**src/rtl/dab_pwm_gen.sv**
```systemverilog
// Dual-active-bridge PWM generator: a shared angle counter drives primary and
// phase-shifted secondary bridge patterns, each with deadtime insertion.
`timescale 1ns / 1ps
module dab_pwm_gen #(
    parameter logic [8:0] HALF     = 9'd255,
    parameter logic [7:0] DEADTIME = 8'd10
) (
    input  logic              clk,
    input  logic              rst,
    input  logic              CE,
    input  logic              sync,
    input  logic              trigger,
    input  logic signed [8:0] tau1,
    input  logic signed [8:0] tau2,
    input  logic signed [8:0] phi,
    input  logic        [1:0] modo,
    output logic        [3:0] Sp,
    output logic        [3:0] Ss,
    output logic              period_start,
    output logic        [1:0] modo_act
);

    localparam logic [9:0] PERIOD = {HALF, 1'b0};

    localparam logic [3:0] GATE_POS  = 4'b1001;
    localparam logic [3:0] GATE_ZERO = 4'b0101;
    localparam logic [3:0] GATE_NEG  = 4'b0110;

    typedef enum logic {StIdle, StRun} state_e;

    state_e            state_q, state_d;
    logic        [8:0] a_q, a_d;
    logic              sync_q;
    logic              sync_rise;
    logic              copy;
    logic        [8:0] sh_tau1_q, sh_tau2_q, act_tau1_q, act_tau2_q;
    logic signed [8:0] sh_phi_q, act_phi_q;
    logic        [1:0] sh_modo_q, act_modo_q;
    logic        [8:0] phi_mag;
    logic        [9:0] a2;
    logic        [3:0] tgt_now [2];
    logic        [3:0] pat_q [2], pat_d [2];
    logic        [3:0] tgt_q [2], tgt_d [2];
    logic        [7:0] cnt_q [2], cnt_d [2];
    logic        [3:0] gate_q [2], gate_d [2];
    logic              period_start_q;

    function automatic logic [8:0] clamp_tau(input logic signed [8:0] t);
        if (t[8]) return 9'd0;
        if ($unsigned(t) > HALF) return HALF;
        return $unsigned(t);
    endfunction

    function automatic logic signed [8:0] clamp_phi(input logic signed [8:0] p);
        logic signed [9:0] pw, lim, nlim;
        pw   = {p[8], p};
        lim  = $signed({1'b0, HALF});
        nlim = -lim;
        if (pw > lim) return $signed(lim[8:0]);
        if (pw < nlim) return $signed(nlim[8:0]);
        return p;
    endfunction

    // Pulse centred in each half period: +1 in the first half, -1 in the second.
    function automatic logic [3:0] gate_target(input logic [9:0] ang, input logic [8:0] tau);
        logic [9:0] h, o, t;
        logic       first;
        first = (ang < {1'b0, HALF});
        h     = first ? ang : ang - {1'b0, HALF};
        t     = {1'b0, tau};
        o     = ({1'b0, HALF} - t) >> 1;
        if (h >= o && h < o + t) return first ? GATE_POS : GATE_NEG;
        return GATE_ZERO;
    endfunction

    // Mode FSM and angle counter next state.
    always_comb begin
        state_d   = state_q;
        a_d       = a_q;
        copy      = 1'b0;
        sync_rise = sync & ~sync_q;
        unique case (state_q)
            StIdle: begin
                if (sync_rise) begin
                    state_d = StRun;
                    a_d     = '0;
                    copy    = 1'b1;
                end
            end
            StRun: begin
                if ({1'b0, a_q} == PERIOD - 10'd1) begin
                    a_d  = '0;
                    copy = 1'b1;
                end else begin
                    a_d = a_q + 9'd1;
                end
                // Realignment only resets the angle; it does not load the shadow set.
                if (sync_rise) a_d = '0;
            end
            default: state_d = StIdle;
        endcase
    end

    // Secondary angle (a - phi) wrapped into one period with +/- PERIOD correction.
    always_comb begin
        phi_mag = act_phi_q[8] ? 9'($unsigned(-act_phi_q)) : $unsigned(act_phi_q);
        if (!act_phi_q[8]) begin
            if ({1'b0, a_q} >= {1'b0, phi_mag}) a2 = {1'b0, a_q} - {1'b0, phi_mag};
            else a2 = {1'b0, a_q} + PERIOD - {1'b0, phi_mag};
        end else begin
            a2 = {1'b0, a_q} + {1'b0, phi_mag};
            if (a2 >= PERIOD) a2 = a2 - PERIOD;
        end
        tgt_now[0] = gate_target({1'b0, a_q}, act_tau1_q);
        tgt_now[1] = gate_target(a2, act_tau2_q);
    end

    // Deadtime insertion per bridge: show P & T until the count expires, then apply T.
    always_comb begin
        for (int b = 0; b < 2; b++) begin
            pat_d[b]  = pat_q[b];
            tgt_d[b]  = tgt_q[b];
            cnt_d[b]  = cnt_q[b];
            gate_d[b] = 4'b0000;
            if (state_q == StRun) begin
                if (cnt_q[b] != 8'd0) begin
                    if (tgt_now[b] != tgt_q[b]) begin
                        cnt_d[b]  = DEADTIME;
                        tgt_d[b]  = tgt_now[b];
                        gate_d[b] = pat_q[b] & tgt_now[b];
                    end else if (cnt_q[b] == 8'd1) begin
                        cnt_d[b]  = 8'd0;
                        pat_d[b]  = tgt_now[b];
                        gate_d[b] = tgt_now[b];
                    end else begin
                        cnt_d[b]  = cnt_q[b] - 8'd1;
                        gate_d[b] = pat_q[b] & tgt_now[b];
                    end
                end else if (tgt_now[b] != pat_q[b]) begin
                    if (DEADTIME == 8'd0) begin
                        pat_d[b]  = tgt_now[b];
                        gate_d[b] = tgt_now[b];
                    end else begin
                        cnt_d[b]  = DEADTIME;
                        tgt_d[b]  = tgt_now[b];
                        gate_d[b] = pat_q[b] & tgt_now[b];
                    end
                end else begin
                    gate_d[b] = pat_q[b];
                end
            end
        end
    end

    // All state, advancing only on CE.
    always_ff @(posedge clk or negedge rst) begin
        if (!rst) begin
            state_q        <= StIdle;
            a_q            <= '0;
            sync_q         <= 1'b0;
            sh_tau1_q      <= 9'd255;
            sh_tau2_q      <= 9'd147;
            sh_phi_q       <= -9'sd9;
            sh_modo_q      <= 2'd0;
            act_tau1_q     <= 9'd255;
            act_tau2_q     <= 9'd147;
            act_phi_q      <= -9'sd9;
            act_modo_q     <= 2'd0;
            period_start_q <= 1'b0;
            for (int b = 0; b < 2; b++) begin
                pat_q[b]  <= GATE_ZERO;
                tgt_q[b]  <= GATE_ZERO;
                cnt_q[b]  <= 8'd0;
                gate_q[b] <= 4'b0000;
            end
        end else if (CE) begin
            state_q        <= state_d;
            a_q            <= a_d;
            sync_q         <= sync;
            period_start_q <= (state_q == StRun) && (a_q == 9'd0);
            if (copy) begin
                act_tau1_q <= sh_tau1_q;
                act_tau2_q <= sh_tau2_q;
                act_phi_q  <= sh_phi_q;
                act_modo_q <= sh_modo_q;
            end
            if (trigger && modo != 2'd3) begin
                sh_tau1_q <= clamp_tau(tau1);
                sh_tau2_q <= clamp_tau(tau2);
                sh_phi_q  <= clamp_phi(phi);
                sh_modo_q <= modo;
            end
            for (int b = 0; b < 2; b++) begin
                pat_q[b]  <= pat_d[b];
                tgt_q[b]  <= tgt_d[b];
                cnt_q[b]  <= cnt_d[b];
                gate_q[b] <= gate_d[b];
            end
        end
    end

    assign Sp           = gate_q[0];
    assign Ss           = gate_q[1];
    assign period_start = period_start_q;
    assign modo_act     = act_modo_q;

endmodule

```
**config.mk**
```make
export PLATFORM = sky130hd
export DESIGN_NAME = dab_pwm_gen
export DESIGN_NICKNAME = d
export VERILOG_FILES = /design/src/rtl/dab_pwm_gen.sv
export SDC_FILE = /design/constraint.sdc
export NUM_CORES = 1
export LEC_CHECK = 0
export CAP_MARGIN = 20
export CORE_MARGIN = 3
export CORE_UTILIZATION = 35
export DETAILED_ROUTE_END_ITERATION = 10
export PLACE_DENSITY = 0.6
export SETUP_SLACK_MARGIN = 0.2
export SYNTH_ARGS = -nofsm -noshare
export SYNTH_HDL_FRONTEND = slang
export SYNTH_SLANG_ARGS = --single-unit
```
**constraint.sdc**
```tcl
create_clock -name clk -period 16.3 [get_ports clk]
set_clock_uncertainty 0.05 [all_clocks]
set_input_delay 3.26 -clock clk [delete_from_list [all_inputs] [get_ports clk]]
set_output_delay 3.26 -clock clk [all_outputs]
set_load 0.02 [all_outputs]
```
==> run summary <==
type of origin of the critical path: flip-flop
Layout area overhead: 11.3%
placed cells: 1363
reg2reg start: act_phi_q[0]$_DFFE_PN1P_
Min-Delay Path Class: reg -> reg
hold path cells: 1
Yosys reg bits: 106
RePlAce Congestion: 0.886
Starting Density: 35.9%
Sequential cell area: 2710 um2
Register-to-Register Path Depth: 34
Max Freq: 0.107 GHz
clock buffer depth: 2
clock latency on the worst-skew pair: 0.35 ns
Compound-Gate Fraction of Synth Area: 21.8%
Placement Cell Area: 9870 um2
RSZ-0062 raised after global routing: no
syn_area_per_cell: 8.99 um2
syn_nets: 1150
CTS sink cnt: 106
fraction of layout cells with a size suffix above 1: 12.7%
Final Hold Violating Endpoints: 0
Filler cells: 2589
XOR/XNOR share of the synthesized area: 3.84%
diode count: 0
WS Path Type: reg -> reg
DRT Pass-1 Iters: 5
CTS tree: done
most frequent cells in the layout: 95 x ha_1, 82 x nand2_1, 76 x inv_1
crit path max fanout: 8
drt total wl: 21700 um
CP endpoint kind: flip-flop
largest net degree at the start of global routing: 81
drt drc: 0
max_cap viols: 0
worst slew pin tran: 1.00 ns
die width: 167 um
clk root buf: clkbuf_16
Primary FF master, synth: dfrtp_1
core area: 25400 um2
status: complete, no violations
total grt overflow: 0
slowest stage delay, CP: 0.69 ns
layout net count: 1179
Critical Path Start: act_phi_q[0]$_DFFE_PN1P_
Synth warnings: 0
final std cells w/o fill: 1379
adder-cell share of the synthesized area: 14.4%
Yosys cell types: 91
initial antenna violation count: 0
dominant cell type by area after synthesis: dfrtp_1
R2R setup slack: 6.92 ns
top cells by area, synth: dfrtp_1 16%, dfstp_2 14%, ha_1 13%, mux2_2 4.1%, o21ai_0 3.7%
Setup TNS: 0 ns
critical path endpoint: tgt_q[3]$_DFFE_PN0P_
FP Rows: 58
Most common cell on crit path: a21o_1
number of global-route vias before repair: 7285
final instance area: 10200 um2
final setup fails: 0
RR Endpoint: tgt_q[3]$_DFFE_PN0P_
I/O pins: 45
cells after synthesis: 1015
DPL Wire Length: 16800 um
Post-synth EDFFs: 0
most common cell after layout, fill and taps aside: ha_1
largest family of logic cells by synthesized area: compound AO/OA/AOI/OAI gates
gr usage total: 15.5%
crit path max-delay cell type: nor4_1
cell area after synthesis: 9120 um2
Hold Buf Count CTS: 0
Die ar.: 28000 um2
Synth Area in Simple Gates: 19.1%
multiplexer area fraction after synthesis: 6.70%
post-cts sizing count: 0
First DRT Iteration DRCs: 520
drt wl/cell: 15.8 um
post-synth top area share: 15.9%
cts bufs inserted: 9
min Tclk post-route: 9.38 ns
Async S/R FF share, synth: 100%
DR vias/cell: 5.49
CP Data Arrival Time: 9.56 ns
Final ANT Viol Nets: 0
first-pass GRT wire length: 36800 um
relative slew slack: 33.2%
multi-input logic area: 6000 um2
Die Span Y: 167 um
period utilisation layout: 57.5%
register area share after synthesis: 29.7%
post-CTS setup buffers: 0
DR vias: 7566
PortBufs: 44
clk slew on worst S/H paths: 0.07 ns
CTS H-tree depth: 3
Worst Path Required: 16.49 ns
Slew Viols, Final: 0
[per-stage QoR]
step / hold WS, ns / setup WS, ns / util [%]
global placement: 0.402 / 7.18 / 38.9
detailed placement: 0.408 / 6.97 / 38.9
CTS: 0.425 / 6.97 / 40.0
floorplan: 0.391 / 8.04 / -
finish: 0.423 / 6.92 / 40.0
global route: 0.452 / 6.29 / 40.0
[worst min-delay path by stage]
stage                               start                    end  slack, ns
CTS                 cnt_q[14]$_DFFE_PN0P_  cnt_q[14]$_DFFE_PN0P_       0.43
floorplan           cnt_q[14]$_DFFE_PN0P_  cnt_q[14]$_DFFE_PN0P_       0.39
finish              cnt_q[14]$_DFFE_PN0P_  cnt_q[14]$_DFFE_PN0P_       0.42
global route        cnt_q[14]$_DFFE_PN0P_  cnt_q[14]$_DFFE_PN0P_       0.45
detailed placement  cnt_q[14]$_DFFE_PN0P_  cnt_q[14]$_DFFE_PN0P_       0.41
global placement    cnt_q[14]$_DFFE_PN0P_  cnt_q[14]$_DFFE_PN0P_       0.40
[critical path, delay by kind of cell (launching register included)]
kind / cells / cell delay (ns)
AO/OA/AOI/OAI: 16 / 3.67
XOR/XNOR: 1 / 0.17
adder cells (fa/ha/maj): 6 / 2.12
buffers and inverters: 3 / 0.24
flip-flops: 1 / 0.57
multiplexers: 2 / 0.72
AND/OR/NAND/NOR: 6 / 1.71
[cell usage after synthesis (all sizes together) (4+ instances only)]
master / instances
o211ai: 7
ha: 95
mux2i: 11
o21ai: 74
and2: 4
dfstp: 48
a221oi: 6
a21oi: 42
nand3: 20
or2: 7
nor4: 13
buf: 7
xor2: 8
o21a: 6
nor3: 22
o21bai: 11
or4: 10
o2bb2ai: 4
dfrtp: 58
clkbuf: 22
a31o: 4
nand2b: 37
mux2: 43
o41ai: 5
xnor2: 32
nor2b: 16
nor2: 67
a21o: 28
inv: 77
a22oi: 4
fa: 6
nand4: 8
a31oi: 15
or3: 11
o2111ai: 5
nand2: 84
and3: 8
a211oi: 12
o31ai: 18
nand3b: 5
nor3b: 7
[state kept, by name, indices dropped and copies added, names as in the netlist, 8 cells and up]
signal	count
pat_q	8
cnt_q	16
act_tau2_q	8
a_q	9
sh_tau1_q	8
act_tau1_q	8
tgt_q	8
sh_tau2_q	8
act_phi_q	9
sh_phi_q	9
[kinds of logic (layout without fill, tap and decap cells)]
group	Yosys count	count (layout)
AOI/OAI and AO/OA	279	279
adders and majority gates	101	101
xor gates and xnor gates	40	40
and+or+nand+nor	329	329
buffers and inverters	106	140
muxes	54	54
DFF	106	106
[area by class of cell]
| type | instances | area share (%) |
|---|---|---|
| Multi-Input combinational cell | 803 | 59.1 |
| Sequential cell | 106 | 26.7 |
| Timing Repair Buffer | 47 | 4.54 |
| Tap cell | 330 | 4.07 |
| Inverter | 77 | 2.85 |
| Clock buffer | 9 | 2.22 |
| Clock inverter | 7 | 0.530 |
[metal layers]
metal	vias to the layer above	part of all wire [%]	GRT usage, %
met3	23	3.5	2.08
met5	-	0	0
li1	3754	-	-
met4	0	1.3	3.56
met1	3659	49	22.1
met2	130	46	25.0
Power is not shown: default switching activity piles up to over one toggle a cycle in this logic, so the estimate is an artifact.
